## src/rtl/pipeline_types.sv

```systemverilog
// Shared types for the pipeline memory arbiter: FSM encoding, latched
// request record and timeout counter width.
package pipeline_types;

   localparam int TIMEOUT_W = 8;

   typedef enum logic [1:0] {
      IDLE   = 2'd0,
      BUS_IF = 2'd1,
      BUS_ME = 2'd2,
      RESP   = 2'd3
   } arb_state_t;

   typedef struct packed {
      logic [31:0] addr;
      logic [31:0] wdata;
      logic [3:0]  be;
      logic        we;
   } mem_req_t;

   // Fetches are always full-word reads.
   function automatic mem_req_t fetchReq(input logic [31:0] addr);
      mem_req_t r;
      r.addr  = addr;
      r.wdata = 32'h0;
      r.be    = 4'hF;
      r.we    = 1'b0;
      return r;
   endfunction

endpackage

```

## src/rtl/mem_arbiter_if.sv

```systemverilog
// Pipeline-side request/response and shared memory port signals of the arbiter.
// slave = arbiter side, master = pipeline/memory side.
interface mem_arbiter_if;

   logic        iIF_req;
   logic [31:0] iIF_addr;
   logic        iME_req;
   logic        iME_we;
   logic [3:0]  iME_be;
   logic [31:0] iME_addr;
   logic [31:0] iME_wdata;
   logic [31:0] oIF_data;
   logic [31:0] oME_rdata;
   logic        oIF_valid;
   logic        oME_valid;
   logic        oStall_IF;
   logic        oStall_ME;
   logic        oBus_req;
   logic        oBus_we;
   logic [3:0]  oBus_be;
   logic [31:0] oBus_addr;
   logic [31:0] oBus_wdata;
   logic        iBus_ack;
   logic [31:0] iBus_rdata;
   logic        oErr;
   logic        oErr_src;

   modport slave (
      input  iIF_req, iIF_addr, iME_req, iME_we, iME_be, iME_addr, iME_wdata,
      input  iBus_ack, iBus_rdata,
      output oIF_data, oME_rdata, oIF_valid, oME_valid, oStall_IF, oStall_ME,
      output oBus_req, oBus_we, oBus_be, oBus_addr, oBus_wdata, oErr, oErr_src
   );

   modport master (
      output iIF_req, iIF_addr, iME_req, iME_we, iME_be, iME_addr, iME_wdata,
      output iBus_ack, iBus_rdata,
      input  oIF_data, oME_rdata, oIF_valid, oME_valid, oStall_IF, oStall_ME,
      input  oBus_req, oBus_we, oBus_be, oBus_addr, oBus_wdata, oErr, oErr_src
   );

endinterface

```

## src/rtl/mem_arbiter.sv

```systemverilog
// Arbitrates IF fetches and ME loads/stores onto one memory port, ME first,
// with a bus-wait timeout that aborts the transaction and flags an error.
//
// state  | meaning
// IDLE   | no transaction; pick ME over IF, latch winner's request
// BUS_IF | fetch on the bus, waiting for ack or timeout
// BUS_ME | ME access on the bus, waiting for ack or timeout
// RESP   | one-cycle valid (and error) pulse; requests ignored
module mem_arbiter
   import pipeline_types::*;
#(
   parameter logic [TIMEOUT_W-1:0] TIMEOUT = 8'd255
) (
   input logic         iClk,
   input logic         nRst,
   mem_arbiter_if.slave bus
);

   arb_state_t           state;
   mem_req_t             reqLat;
   logic [TIMEOUT_W-1:0] waitCnt;
   logic                 busReq;
   logic                 ifValid;
   logic                 meValid;
   logic [31:0]          ifData;
   logic [31:0]          meData;
   logic                 err;
   logic                 errSrc;

   always_ff @(posedge iClk) begin
      if (!nRst) begin
         state   <= IDLE;
         reqLat  <= '0;
         waitCnt <= '0;
         busReq  <= 1'b0;
         ifValid <= 1'b0;
         meValid <= 1'b0;
         ifData  <= 32'h0;
         meData  <= 32'h0;
         err     <= 1'b0;
         errSrc  <= 1'b0;
      end else begin
         ifValid <= 1'b0;
         meValid <= 1'b0;
         err     <= 1'b0;
         case (state)
            IDLE: begin
               if (bus.iME_req) begin
                  reqLat  <= '{addr: bus.iME_addr, wdata: bus.iME_wdata,
                               be: bus.iME_be, we: bus.iME_we};
                  waitCnt <= '0;
                  busReq  <= 1'b1;
                  state   <= BUS_ME;
               end else if (bus.iIF_req) begin
                  reqLat  <= fetchReq(bus.iIF_addr);
                  waitCnt <= '0;
                  busReq  <= 1'b1;
                  state   <= BUS_IF;
               end
            end
            BUS_IF, BUS_ME: begin
               // An ack in the timeout cycle still counts as a normal completion.
               if (bus.iBus_ack || waitCnt == TIMEOUT) begin
                  if (state == BUS_ME) begin
                     meData  <= bus.iBus_ack ? bus.iBus_rdata : 32'h0;
                     meValid <= 1'b1;
                  end else begin
                     ifData  <= bus.iBus_ack ? bus.iBus_rdata : 32'h0;
                     ifValid <= 1'b1;
                  end
                  if (!bus.iBus_ack) begin
                     err    <= 1'b1;
                     errSrc <= (state == BUS_ME);
                  end
                  busReq <= 1'b0;
                  state  <= RESP;
               end else begin
                  waitCnt <= waitCnt + 1'b1;
               end
            end
            RESP:    state <= IDLE;
            default: state <= IDLE;
         endcase
      end
   end

   assign bus.oBus_req   = busReq;
   assign bus.oBus_we    = reqLat.we;
   assign bus.oBus_be    = reqLat.be;
   assign bus.oBus_addr  = reqLat.addr;
   assign bus.oBus_wdata = reqLat.wdata;
   assign bus.oIF_valid  = ifValid;
   assign bus.oME_valid  = meValid;
   assign bus.oIF_data   = ifData;
   assign bus.oME_rdata  = meData;
   assign bus.oErr       = err;
   assign bus.oErr_src   = errSrc;

   // Stall drops in the valid cycle so the pipe advances with the data.
   assign bus.oStall_IF  = bus.iIF_req & ~ifValid;
   assign bus.oStall_ME  = bus.iME_req & ~meValid;

endmodule

```

## src/flat_wrapper.sv

```systemverilog
// flat-port wrapper written by rule: the top's interface ports become plain ports
module mem_arbiter_flat import pipeline_types::*;
#(
   parameter logic [TIMEOUT_W-1:0] TIMEOUT = 8'd255
)
  (iClk, nRst, bus_iIF_req, bus_iIF_addr, bus_iME_req, bus_iME_we, bus_iME_be, bus_iME_addr, bus_iME_wdata, bus_iBus_ack, bus_iBus_rdata, bus_oIF_data, bus_oME_rdata, bus_oIF_valid, bus_oME_valid, bus_oStall_IF, bus_oStall_ME, bus_oBus_req, bus_oBus_we, bus_oBus_be, bus_oBus_addr, bus_oBus_wdata, bus_oErr, bus_oErr_src);
  mem_arbiter_if bus_i ();
  input logic iClk;
  input logic nRst;
  input wire logic [$bits(bus_i.iIF_req)-1:0] bus_iIF_req;
  input wire logic [$bits(bus_i.iIF_addr)-1:0] bus_iIF_addr;
  input wire logic [$bits(bus_i.iME_req)-1:0] bus_iME_req;
  input wire logic [$bits(bus_i.iME_we)-1:0] bus_iME_we;
  input wire logic [$bits(bus_i.iME_be)-1:0] bus_iME_be;
  input wire logic [$bits(bus_i.iME_addr)-1:0] bus_iME_addr;
  input wire logic [$bits(bus_i.iME_wdata)-1:0] bus_iME_wdata;
  input wire logic [$bits(bus_i.iBus_ack)-1:0] bus_iBus_ack;
  input wire logic [$bits(bus_i.iBus_rdata)-1:0] bus_iBus_rdata;
  output wire logic [$bits(bus_i.oIF_data)-1:0] bus_oIF_data;
  output wire logic [$bits(bus_i.oME_rdata)-1:0] bus_oME_rdata;
  output wire logic [$bits(bus_i.oIF_valid)-1:0] bus_oIF_valid;
  output wire logic [$bits(bus_i.oME_valid)-1:0] bus_oME_valid;
  output wire logic [$bits(bus_i.oStall_IF)-1:0] bus_oStall_IF;
  output wire logic [$bits(bus_i.oStall_ME)-1:0] bus_oStall_ME;
  output wire logic [$bits(bus_i.oBus_req)-1:0] bus_oBus_req;
  output wire logic [$bits(bus_i.oBus_we)-1:0] bus_oBus_we;
  output wire logic [$bits(bus_i.oBus_be)-1:0] bus_oBus_be;
  output wire logic [$bits(bus_i.oBus_addr)-1:0] bus_oBus_addr;
  output wire logic [$bits(bus_i.oBus_wdata)-1:0] bus_oBus_wdata;
  output wire logic [$bits(bus_i.oErr)-1:0] bus_oErr;
  output wire logic [$bits(bus_i.oErr_src)-1:0] bus_oErr_src;
  assign bus_i.iIF_req = bus_iIF_req;
  assign bus_i.iIF_addr = bus_iIF_addr;
  assign bus_i.iME_req = bus_iME_req;
  assign bus_i.iME_we = bus_iME_we;
  assign bus_i.iME_be = bus_iME_be;
  assign bus_i.iME_addr = bus_iME_addr;
  assign bus_i.iME_wdata = bus_iME_wdata;
  assign bus_i.iBus_ack = bus_iBus_ack;
  assign bus_i.iBus_rdata = bus_iBus_rdata;
  assign bus_oIF_data = bus_i.oIF_data;
  assign bus_oME_rdata = bus_i.oME_rdata;
  assign bus_oIF_valid = bus_i.oIF_valid;
  assign bus_oME_valid = bus_i.oME_valid;
  assign bus_oStall_IF = bus_i.oStall_IF;
  assign bus_oStall_ME = bus_i.oStall_ME;
  assign bus_oBus_req = bus_i.oBus_req;
  assign bus_oBus_we = bus_i.oBus_we;
  assign bus_oBus_be = bus_i.oBus_be;
  assign bus_oBus_addr = bus_i.oBus_addr;
  assign bus_oBus_wdata = bus_i.oBus_wdata;
  assign bus_oErr = bus_i.oErr;
  assign bus_oErr_src = bus_i.oErr_src;
  mem_arbiter #(.TIMEOUT(TIMEOUT)) u_core (.iClk(iClk), .nRst(nRst), .bus(bus_i));
endmodule
```

## config.mk

```make
export PLATFORM = sky130hd
export DESIGN_NAME = mem_arbiter_flat
export DESIGN_NICKNAME = d
export VERILOG_FILES = /design/src/rtl/pipeline_types.sv /design/src/rtl/mem_arbiter_if.sv /design/src/rtl/mem_arbiter.sv /design/src/flat_wrapper.sv
export SDC_FILE = /design/constraint.sdc
export NUM_CORES = 1
export LEC_CHECK = 0
export BUFFER_PORTS_ARGS = -buffer_cell sky130_fd_sc_hd__buf_2
export CORE_AREA = 3 3 114 116
export DETAILED_ROUTE_END_ITERATION = 8
export DIE_AREA = 0 0 117 119
export GPL_TIMING_DRIVEN = 0
export PLACE_DENSITY = 0.82
export SYNTH_ARGS = -nofsm -noshare
export SYNTH_HDL_FRONTEND = slang
export SYNTH_SLANG_ARGS = --single-unit
export TNS_END_PERCENT = 1
```

## constraint.sdc

```tcl
create_clock -name iClk -period 2.1 [get_ports iClk]
set_input_delay 0 -clock iClk [delete_from_list [all_inputs] [get_ports iClk]]
set_output_delay 0 -clock iClk [all_outputs]
set_load 0.1 [all_outputs]
```

# Word level (Yosys, flattened, before mapping)
# Cells that the tools add are included.
[classes]
add_sub_neg = 1
multipliers = 0
n_div = 0
magnitude_cmp = 0
eq_ne = 7
shift = 0
mux = 18
bitwise_logic = 6
n_reduce_logical = 13
[op_table]
columns = ["op", "count"]
rows = [
  ["$mux 69", 2],
  ["$mux 32", 1],
  ["$mux 8", 3],
  ["$reduce_and 3->1", 6],
  ["$pmux 8 s2", 1],
  ["$add 8x1->8 const B", 1],
  ["$eq 8x8->1 const B", 1],
  ["$mux 1", 6],
  ["$mux 2", 3],
  ["$pmux 2 s3", 1],
  ["$eq 2x2->1 const B", 2],
  ["$not 1->1", 4],
  ["$reduce_and 2->1", 2],
  ["$reduce_bool 2->1", 2],
  ["$ne 3x3->1 const B", 1],
  ["$and 1x1->1", 2],
  ["$eq 2x1->1 const B", 1],
  ["$logic_not 2->1", 1],
  ["$ne 2x1->1 const B", 1],
  ["$ne 2x2->1 const B", 1],
  ["$pmux 1 s2", 1],
  ["$reduce_or 2->1", 1],
  ["$logic_or 1x1->1", 1],
]
[totals]
register_bits = 148
latchBits = 0
mem_bits_rw = 0
mem_bits_ro = 0
inputBits = 138
out_inout_bits = 140
elab_cells = 58
mem_count = 0

# Longest topological paths before layout
# Gate-level depths: netlist (run 1).
[logic_depth]
ltp_word = 4
ltp_mapped = 7
depth_no_buf = 6

# Worst setup path after synthesis (run 1)
# Ideal clock, no wire load.
[synth_path]
path_kind = "register to output"
startpoint = "reg u_core.ifValid, in the netlist u_core.bus.oIF_valid"
endpoint = "out bus_oStall_IF"
arrival_ns = 2.114
required_time_ns = 2.100
slack_ns = -0.014
path_stages_with_launch = 2
path_buffers = 0
cell_sequence = "dfxtp_1 > nor2b_1"
[synth_between]
elab_chain_len = 2
[synth_lines]
columns = ["element", "line", "text"]
rows = [
  ["start: declaration", "mem_arbiter.sv:23", "logic ifValid;"],
  ["start signal: assignment", "mem_arbiter.sv:36", "ifValid <= 1'b0;"],
  ["start signal: assignment", "mem_arbiter.sv:43", "ifValid <= 1'b0;"],
  ["start signal: assignment", "mem_arbiter.sv:69", "ifValid <= 1'b1;"],
  ["$not 1->1", "mem_arbiter.sv:100", "assign bus.oStall_IF = bus.iIF_req & ~ifValid;"],
  ["$and 1x1->1", "mem_arbiter.sv:100", ""],
  ["end: declaration", "flat_wrapper.sv:23", "output wire logic [$bits(bus_i.oStall_IF)-1:0] bus_oStall_IF;"],
]
# Every way passes these cells.

# Worst setup path in the final report (run 1)
[layout_path]
startpoint = "in bus_iME_req"
endpoint = "reg u_core.reqLat, in the netlist u_core.bus.oBus_addr[25]"
[layout_between]
elab_chain_len = 2
word_cells_on_any_way = 3
cone_classes = "mux (1); reduce/logical (2)"
[layout_lines]
columns = ["element", "line", "text"]
rows = [
  ["start: declaration", "flat_wrapper.sv:12", "input wire logic [$bits(bus_i.iME_req)-1:0] bus_iME_req;"],
  ["$reduce_bool 2->1 (no source line)", "--", ""],
  ["$reduce_and 2->1 (no source line)", "--", ""],
  ["end signal: assignment", "mem_arbiter.sv:49", "reqLat <= '{addr: bus.iME_addr, wdata: bus.iME_wdata,"],
  ["end signal: assignment", "mem_arbiter.sv:55", "reqLat <= fetchReq(bus.iIF_addr);"],
  ["end: declaration", "mem_arbiter.sv:20", "mem_req_t reqLat;"],
]
# Several ways; a longest one is shown, not always the timed one.
# A chain may end at the register's enable or synchronous reset.

==> impl_metrics.sql, run 1 <==
INSERT INTO impl_metrics (metric_group, metric, value, unit) VALUES
('logic_synthesis', 'syn-num-nets', '650', ''),
('detailed_routing', 'detail_route.iter0.violations', '590', ''),
('logic_synthesis', 'synth.ff_latch_count', '148', ''),
('cts', 'cts_num_sinks', '148', ''),
('sta', 'rsz0062_at_grt', 'true', ''),
('grt', 'grt_util_met3', '0.1286', ''),
('grt', 'gr-usage-met1', '0.3411', ''),
('detailed_routing', 'ant_nets', '0', ''),
('job', 'drv_cap', '0', ''),
('detailed_routing', 'post_drt_via_cell_ratio', '5.658', ''),
('layout', 'final-seq-area', '2963', 'um^2'),
('pwr', 'max-vdd-ir-drop', '0.0007550', 'V'),
('placement', 'dp_hpwl', '12780', 'um'),
('floorplan', 'die_height', '119', 'um'),
('cts', 'cts_buffers', '17', ''),
('critical_path', 'timing.critical_path.slowest_cell_delay', '0.60', 'ns'),
('critical_path', 'cell_by_cell_trace_of_the_critical_path', 'dlygate4sd3_1, buf_2, buf_2, clkbuf_4, mux2i_1, dlygate4sd3_1, a211oi_1', ''),
('grt', 'grt.met2_usage', '0.5071', ''),
('critical_path', 'critPathSlowestCell', 'sky130_fd_sc_hd__dlygate4sd3_1', ''),
('layout', 'finish.instance_area', '8969', 'um^2'),
('sta', 'tightest_slew', '0.6178', 'ns'),
('layout', 'layout-area-overhead-vs-synth', '65.31', '%'),
('detailed_routing', 'drc', '0', ''),
('placement', 'placed_cells', '929', ''),
('detailed_routing', 'route.detailed.wl_per_inst', '20.20', 'um'),
('cts', 'cts_tree', 'built', ''),
('detailed_routing', 'detailroute.via_count', '6196', ''),
('grt', 'grt_pass1_vias', '6309', ''),
('critical_path', 'critical_path_required', '2.40', 'ns'),
('sta', 'relSlewSlack', '0.5882', ''),
('logic_synthesis', 'fraction_of_registers_with_async_set_or_reset_after_synthesis', '0', ''),
('run_status', 'run_status', 'complete, but fails checks', ''),
('cts', 'cts.clk_slew.worst_paths', '0.07', 'ns'),
('sta', 'timing.clock.skew', '0.008185', 'ns'),
('sta', 'setup_violations', '2', ''),
('floorplan', 'ios', '278', ''),
('cts', 'clk_root_buffer_cell', 'sky130_fd_sc_hd__clkbuf_16', ''),
('grt', 'global_route.usage.total', '0.3120', ''),
('pwr', 'p_leak', '4.183', 'nW'),
('cts', 'cts_max_path_buffers', '2', ''),
('grt', 'grt_first_pass_wirelength', '33570', 'um'),
('layout', 'final_util', '0.7467', ''),
('sta', 'final-max-slew-violation-count', '0', ''),
('grt', 'grt_start_max_net_pins', '17', ''),
('sta', 'maxClockFrequency', '460.2', 'MHz'),
('run_status', 'failing_checks', 'setup timing', ''),
('floorplan', 'row_count', '40', ''),
('detailed_routing', 'firstDrtPassIters', '6', ''),
('sta', 'hold_viol', '0', ''),
('critical_path', 'path_delay_family', 'buffers and inverters', ''),
('logic_synthesis', 'syn-instance-count', '506', ''),
('sta', 'post-route-period-util', '1.035', ''),
('placement', 'place_ws', '0.04921', 'ns'),
('critical_path', 'crit_path_max_fanout', '10', ''),
('sta', 'min_period', '2.173', 'ns'),
('sta', 'final_critical_path_setup_slack', '-0.07275', 'ns'),
('layout', 'final_net_count', '1078', ''),
('layout', 'finish.cell_count_without_fillers', '1095', ''),
('floorplan', 'start_util', '0.4517', ''),
('logic_synthesis', 'synthesis.area', '5425', 'um^2'),
('layout', 'filler_cell_count', '771', ''),
('grt', 'globalRoute.totalOverflow', '0', ''),
('cts', 'cts_htree_levels', '4', ''),
('logic_synthesis', 'postSynth.topFlopCell', 'sky130_fd_sc_hd__dfxtp_1', ''),
('pwr', 'cellPowerDensity', '1525', 'nW/um^2'),
('grt', 'grt_antenna_before_repair', '1', ''),
('min_path', 'min-delay-path-class', 'in -> reg', ''),
('placement', 'placement.cell_area', '6993', 'um^2'),
('floorplan', 'die_width', '117', 'um'),
('layout', 'drive_above_1_share', '0.3559', ''),
('logic_synthesis', 'yosysWarningCount', '0', '');
## final cells by class
| class | count | area share |
|---|---|---|
| multi-input combinational | 304 | 0.2528 |
| clock buffer | 18 | 0.04897 |
| clock inverter | 14 | 0.01953 |
| antenna | 1 | 0.0002790 |
| tap | 147 | 0.02051 |
| sequential | 148 | 0.3304 |
| timing repair buffer | 409 | 0.3025 |
| inverter | 4 | 0.001674 |
| buffer | 50 | 0.02344 |
## per-stage QoR
step | total power, mW | hold slack [ns]
5_1_grt | 14.13 | 0.01173
3_5_place_dp | 10.06 | 0.2430
6_report | 13.68 | 0.01274
4_1_cts | 13.42 | 0.002195
3_3_place_gp | 10.01 | 0.2371
2_1_floorplan | 8.914 | 0.1483
## kinds of logic after synthesis
kind of cell / Yosys count / share of synthesized area
AOI/OAI and AO/OA: 157 / 0.2475
adders and majority gates: 6 / 0.01384
buffers and inverters: 54 / 0.04059
DFF: 148 / 0.5461
muxes: 36 / 0.06665
and+or+nand+nor: 105 / 0.08533
## metal layers
metal	vias to the layer above	routed length (um)
li1	2789	-
met4	0	1112
met2	420	10610
met1	2889	8189
met3	98	2215
met5	-	0
## worst min-delay path, delay by kind of cell
family / cells / cell delay (ns)
mux: 1 / 0.19
buf+inv: 1 / 0.10
compound gates: 1 / 0.10
## report_power, final
group / internal (mW) / switching (mW)
Sequential: 3.36 / 0.321
Combinational: 1.33 / 5.48
Clock: 1.91 / 1.27
Total: 6.61 / 7.07
## placed cells by master, fill, tap and decap left out, types with 3 or more instances in the layout
cell                            count
sky130_fd_sc_hd__mux2i_1           35
sky130_fd_sc_hd__and2_1             3
sky130_fd_sc_hd__inv_1              4
sky130_fd_sc_hd__nand3_1            4
sky130_fd_sc_hd__nand2_1           12
sky130_fd_sc_hd__a32o_1            64
sky130_fd_sc_hd__clkbuf_1          28
sky130_fd_sc_hd__clkinv_4           3
sky130_fd_sc_hd__o221a_2            4
sky130_fd_sc_hd__a211oi_1          32
sky130_fd_sc_hd__o22a_1             5
sky130_fd_sc_hd__clkbuf_16         17
sky130_fd_sc_hd__bufinv_16          3
sky130_fd_sc_hd__buf_2            289
sky130_fd_sc_hd__dfxtp_1          148
sky130_fd_sc_hd__nor3_1             4
sky130_fd_sc_hd__nor2_1            70
sky130_fd_sc_hd__buf_1              6
sky130_fd_sc_hd__dlygate4sd3_1    133
sky130_fd_sc_hd__clkinv_2           3
sky130_fd_sc_hd__ha_1               5
sky130_fd_sc_hd__o21ai_0            6
sky130_fd_sc_hd__a22oi_1           33
## cells in the mapped netlist, drive strengths merged, types with 2 or more instances
cell    instances  area, um^2
buf            21       96.35
inv             4       15.01
o22a            5       43.79
nor4            2       12.51
o21ai           7       35.03
nor2b           3       18.77
a21oi           3       15.01
ha              6       75.07
mux2i          35       350.3
nor2           70       262.8
nand4           2       12.51
clkbuf         29       108.9
o221a           4       45.04
a211oi         32       240.2
o211ai          2       20.02
nor3b           2       26.28
nor3            4       20.02
nand3           4       20.02
and2            3       18.77
nand2          12       45.04
a22oi          33       247.7
dfxtp         148        2963
a32o           64       640.6
## timing repair
action | 4_1_cts | 5_1_grt
setup endpoints to repair | 0 | 88
gates resized for setup | 0 | 9
hold buffers | 133 | 0
endpoints found under the hold margin | 135 | 0
## path summary, 6_finish.rpt
path | from | endpoint | cells past startpoint | slack, ns
hold / removal | bus_iME_addr[20] | u_core.bus.oBus_addr[20] | 3 | 0.01
setup reg to reg | u_core.state[1] | u_core.waitCnt[0] | 7 | 0.06
hold reg to reg | u_core.bus.oME_rdata[2] | u_core.bus.oME_rdata[2] | 1 | 0.46
setup / recovery | bus_iME_req | u_core.bus.oBus_addr[25] | 7 | -0.07
## state kept, by name, indices dropped and copies added, names as in the netlist
register               cells
u_core.bus.oBus_addr      32
u_core.bus.oBus_be         4
u_core.bus.oBus_req        1
u_core.bus.oBus_wdata     32
u_core.bus.oBus_we         1
u_core.bus.oErr            1
u_core.bus.oErr_src        1
u_core.bus.oIF_data       32
u_core.bus.oIF_valid       1
u_core.bus.oME_rdata      32
u_core.bus.oME_valid       1
u_core.state               2
u_core.waitCnt             8
Power figures use the tool's default switching activity.
==> run 2, diff against run 1 <==
--- a/config.mk
+++ b/config.mk
@@ -11,6 +11,7 @@
 export DIE_AREA = 0 0 117 119
 export GPL_TIMING_DRIVEN = 0
 export PLACE_DENSITY = 0.82
+export SETUP_SLACK_MARGIN = 0.1
 export SYNTH_ARGS = -nofsm -noshare
 export SYNTH_HDL_FRONTEND = slang
 export SYNTH_SLANG_ARGS = --single-unit
==> impl_metrics.sql, run 2 (synthesis results as in run 1) <==
INSERT INTO impl_metrics (metric_group, metric, value, unit) VALUES
('sta', 'final-max-slew-violation-count', '0', ''),
('sta', 'min_period', '2.101', 'ns'),
('sta', 'hold_viol', '0', ''),
('pwr', 'seq_power_share', '0.269', ''),
('pwr', 'share_comb_of_total_power', '0.499', ''),
('layout', 'layout-area-overhead-vs-synth', '65.71', '%'),
('cts', 'cts_max_path_buffers', '2', ''),
('cts', 'cts_buffers', '17', ''),
('critical_path', 'crit_path_max_fanout', '10', ''),
('sta', 'post-route-period-util', '1.000', ''),
('min_path', 'min-delay-path-class', 'in -> reg', ''),
('min_path', 'holdCritStartpoint', 'bus_iIF_addr[19]', ''),
('layout', 'final_common_cell', 'sky130_fd_sc_hd__buf_2', ''),
('critical_path', 'timing.rr.start', 'u_core.state[0]', ''),
('placement', 'dp_hpwl', '12780', 'um'),
('detailed_routing', 'wl_met1', '8198', 'um'),
('cts', 'worstSkewPairLatency', '0.42', 'ns'),
('cts', 'clk_root_buffer_cell', 'sky130_fd_sc_hd__clkbuf_16', ''),
('sta', 'fin_tns_setup', '-0.0009188', 'ns'),
('cts', 'cts.clk_slew.worst_paths', '0.06', 'ns'),
('pwr', 'sw_frac_of_total', '0.5164', ''),
('cts', 'cts_htree_levels', '4', ''),
('floorplan', 'die_width', '117', 'um'),
('layout', 'layout.cells.most_common_list', 'sky130_fd_sc_hd__buf_2 (289), sky130_fd_sc_hd__dfxtp_1 (148), sky130_fd_sc_hd__dlygate4sd3_1 (133), sky130_fd_sc_hd__nor2_1 (70), sky130_fd_sc_hd__a32o_1 (64)', ''),
('floorplan', 'ios', '278', ''),
('detailed_routing', 'drc', '0', ''),
('cts', 'cts_tree', 'built', ''),
('grt', 'globalRoute.totalOverflow', '0', ''),
('sta', 'rsz0062_at_grt', 'true', ''),
('sta', 'timing.clock.skew', '0.007556', 'ns'),
('cts', 'cts_num_sinks', '148', ''),
('run_status', 'failing_checks', 'setup timing', ''),
('floorplan', 'row_count', '40', ''),
('critical_path', 'critPathSlowestCell', 'sky130_fd_sc_hd__dlygate4sd3_1', ''),
('detailed_routing', 'highest-signal-layer', 'met4', ''),
('layout', 'final_net_count', '1078', ''),
('floorplan', 'fp.dieArea', '13920', 'um^2'),
('sta', 'final_critical_path_setup_slack', '-0.0009188', 'ns'),
('critical_path', 'critical_path_arrival', '2.40', 'ns'),
('detailed_routing', 'detail_route.iter0.violations', '677', ''),
('critical_path', 'timing.critical_path.slowest_cell_delay', '0.59', 'ns'),
('placement', 'placed_cells', '929', ''),
('sta', 'setup_violations', '1', ''),
('detailed_routing', 'detailed_route_wire_length', '22150', 'um'),
('layout', 'finish.cell_count_without_fillers', '1095', ''),
('grt', 'grt_antenna_before_repair', '1', ''),
('grt', 'global_route.usage.total', '0.3121', ''),
('detailed_routing', 'ant_nets', '0', ''),
('floorplan', 'die_height', '119', 'um'),
('pwr', 'net_switching_power', '7.068', 'mW'),
('grt', 'grt_first_pass_wirelength', '33580', 'um'),
('floorplan', 'start_util', '0.4517', ''),
('job', 'drv_cap', '0', ''),
('pwr', 'power.share.clock', '0.232', ''),
('pwr', 'internal_power_consumption', '6.618', 'mW'),
('pwr', 'finalPower', '13.69', 'mW'),
('placement', 'port_buffers', '276', ''),
('critical_path', 'critPathLaunchType', 'input port', ''),
('layout', 'drive_above_1_share', '0.3569', ''),
('critical_path', 'setup.worst_path.end_class', 'register', ''),
('detailed_routing', 'wl_met2', '10660', 'um'),
('critical_path', 'critical_path_required', '2.40', 'ns'),
('pwr', 'cellPowerDensity', '1522', 'nW/um^2'),
('sta', 'maxClockFrequency', '476.0', 'MHz'),
('critical_path', 'worstSetupPathType', 'in -> reg', ''),
('pwr', 'p_leak', '4.185', 'nW'),
('detailed_routing', 'post_drt_via_cell_ratio', '5.685', ''),
('pwr', 'max-vdd-ir-drop', '0.0007540', 'V'),
('placement', 'globalplace.congestion', '0.8371', ''),
('sta', 'tightest_slew', '0.6039', 'ns'),
('grt', 'grt_pass1_vias', '6321', ''),
('critical_path', 'setup.worst_path.start', 'bus_iME_req', ''),
('detailed_routing', 'route.detailed.wl_per_inst', '20.23', 'um'),
('floorplan', 'fp.coreArea', '12010', 'um^2'),
('critical_path', 'cell_by_cell_trace_of_the_critical_path', 'dlygate4sd3_1, buf_2, buf_2, buf_4, mux2i_1, dlygate4sd3_1, a211oi_1', ''),
('detailed_routing', 'detailroute.via_count', '6225', ''),
('grt', 'grt_start_max_net_pins', '17', ''),
('detailed_routing', 'wl_met3', '2222', 'um'),
('sta', 'relSlewSlack', '0.5974', ''),
('run_status', 'run_status', 'complete, but fails checks', ''),
('detailed_routing', 'firstDrtPassIters', '6', '');
[run 2: cell types whose count changed in the layout (fill, tap and decap cells not counted)]
cell and delta:
sky130_fd_sc_hd__clkbuf_4 -1, sky130_fd_sc_hd__o21bai_4 +1, sky130_fd_sc_hd__nand3_1 -1, sky130_fd_sc_hd__buf_4 +1, sky130_fd_sc_hd__o211ai_2 -1, sky130_fd_sc_hd__o211ai_4 +1
sky130_fd_sc_hd__o21bai_2 -1, sky130_fd_sc_hd__nand3_2 +1
[run 2: cell type report]
cell class,count,area [um^2]
fillers,767,3022
flip-flops and latches,148,2963
repair buffers,409,2713
multi-input cells,304,2288
clock buffers,18,439.2
plain buffers,50,210.2
well taps,147,183.9
clock inverters,14,175.2
inverters,4,15.01
diodes,1,2.502
[run 2: timing repair]
item,in CTS,in global routing
hold buffers,133,0
setup endpoints to repair,81,106
endpoints found under the hold margin,135,0
gates resized for setup,1,12
setup buffers,0,0
[run 2: power groups by stage]
stage	Combinational (mW)	Sequential, mW	Clock (mW)
3_5_place_dp	6.37	3.69	0
6_report	6.83	3.69	3.17
3_3_place_gp	6.34	3.67	0
4_1_cts	6.60	3.64	3.18
2_1_floorplan	1.49	7.43	0
5_1_grt	7.10	3.72	3.32
[run 2: critical path: cells and delay by family]
| kind | cells | cell delay (ns) |
|---|---|---|
| buffers and inverters | 5 | 1.89 |
| AOI/OAI and AO/OA | 1 | 0.38 |
| muxes | 1 | 0.12 |
[run 2: worst paths after layout]
check | slack [ns] | endpoint | cells after the start
min | 0.02 | u_core.bus.oBus_addr[19] | 3
max reg2reg | 0.07 | u_core.state[1] | 5
min reg2reg | 0.46 | u_core.bus.oME_rdata[2] | 1
max | -0.0009 | u_core.bus.oBus_addr[25] | 7
[run 2: per-stage QoR]
| stage | setup slack, ns | util | instance area (um^2) | hold slack (ns) |
|---|---|---|---|---|
| after floorplan | -0.01399 | - | 5428 | 0.1483 |
| after global placement | 0.07965 | 0.5822 | 6993 | 0.2371 |
| after detailed placement | 0.04921 | 0.5822 | 6993 | 0.2430 |
| after CTS | 0.03103 | 0.7445 | 8942 | 0.002195 |
| after global routing | -0.01460 | 0.7484 | 8990 | 0.01173 |
| final | -0.0009188 | 0.7484 | 8990 | 0.01800 |
[run 2: per-layer routing]
metal / up-vias / global-route usage
met1: 2890 / 0.3411
met3: 93 / 0.1286
met4: 0 / 0.1692
met5: - / 0
li1: 2800 / -
met2: 442 / 0.5075
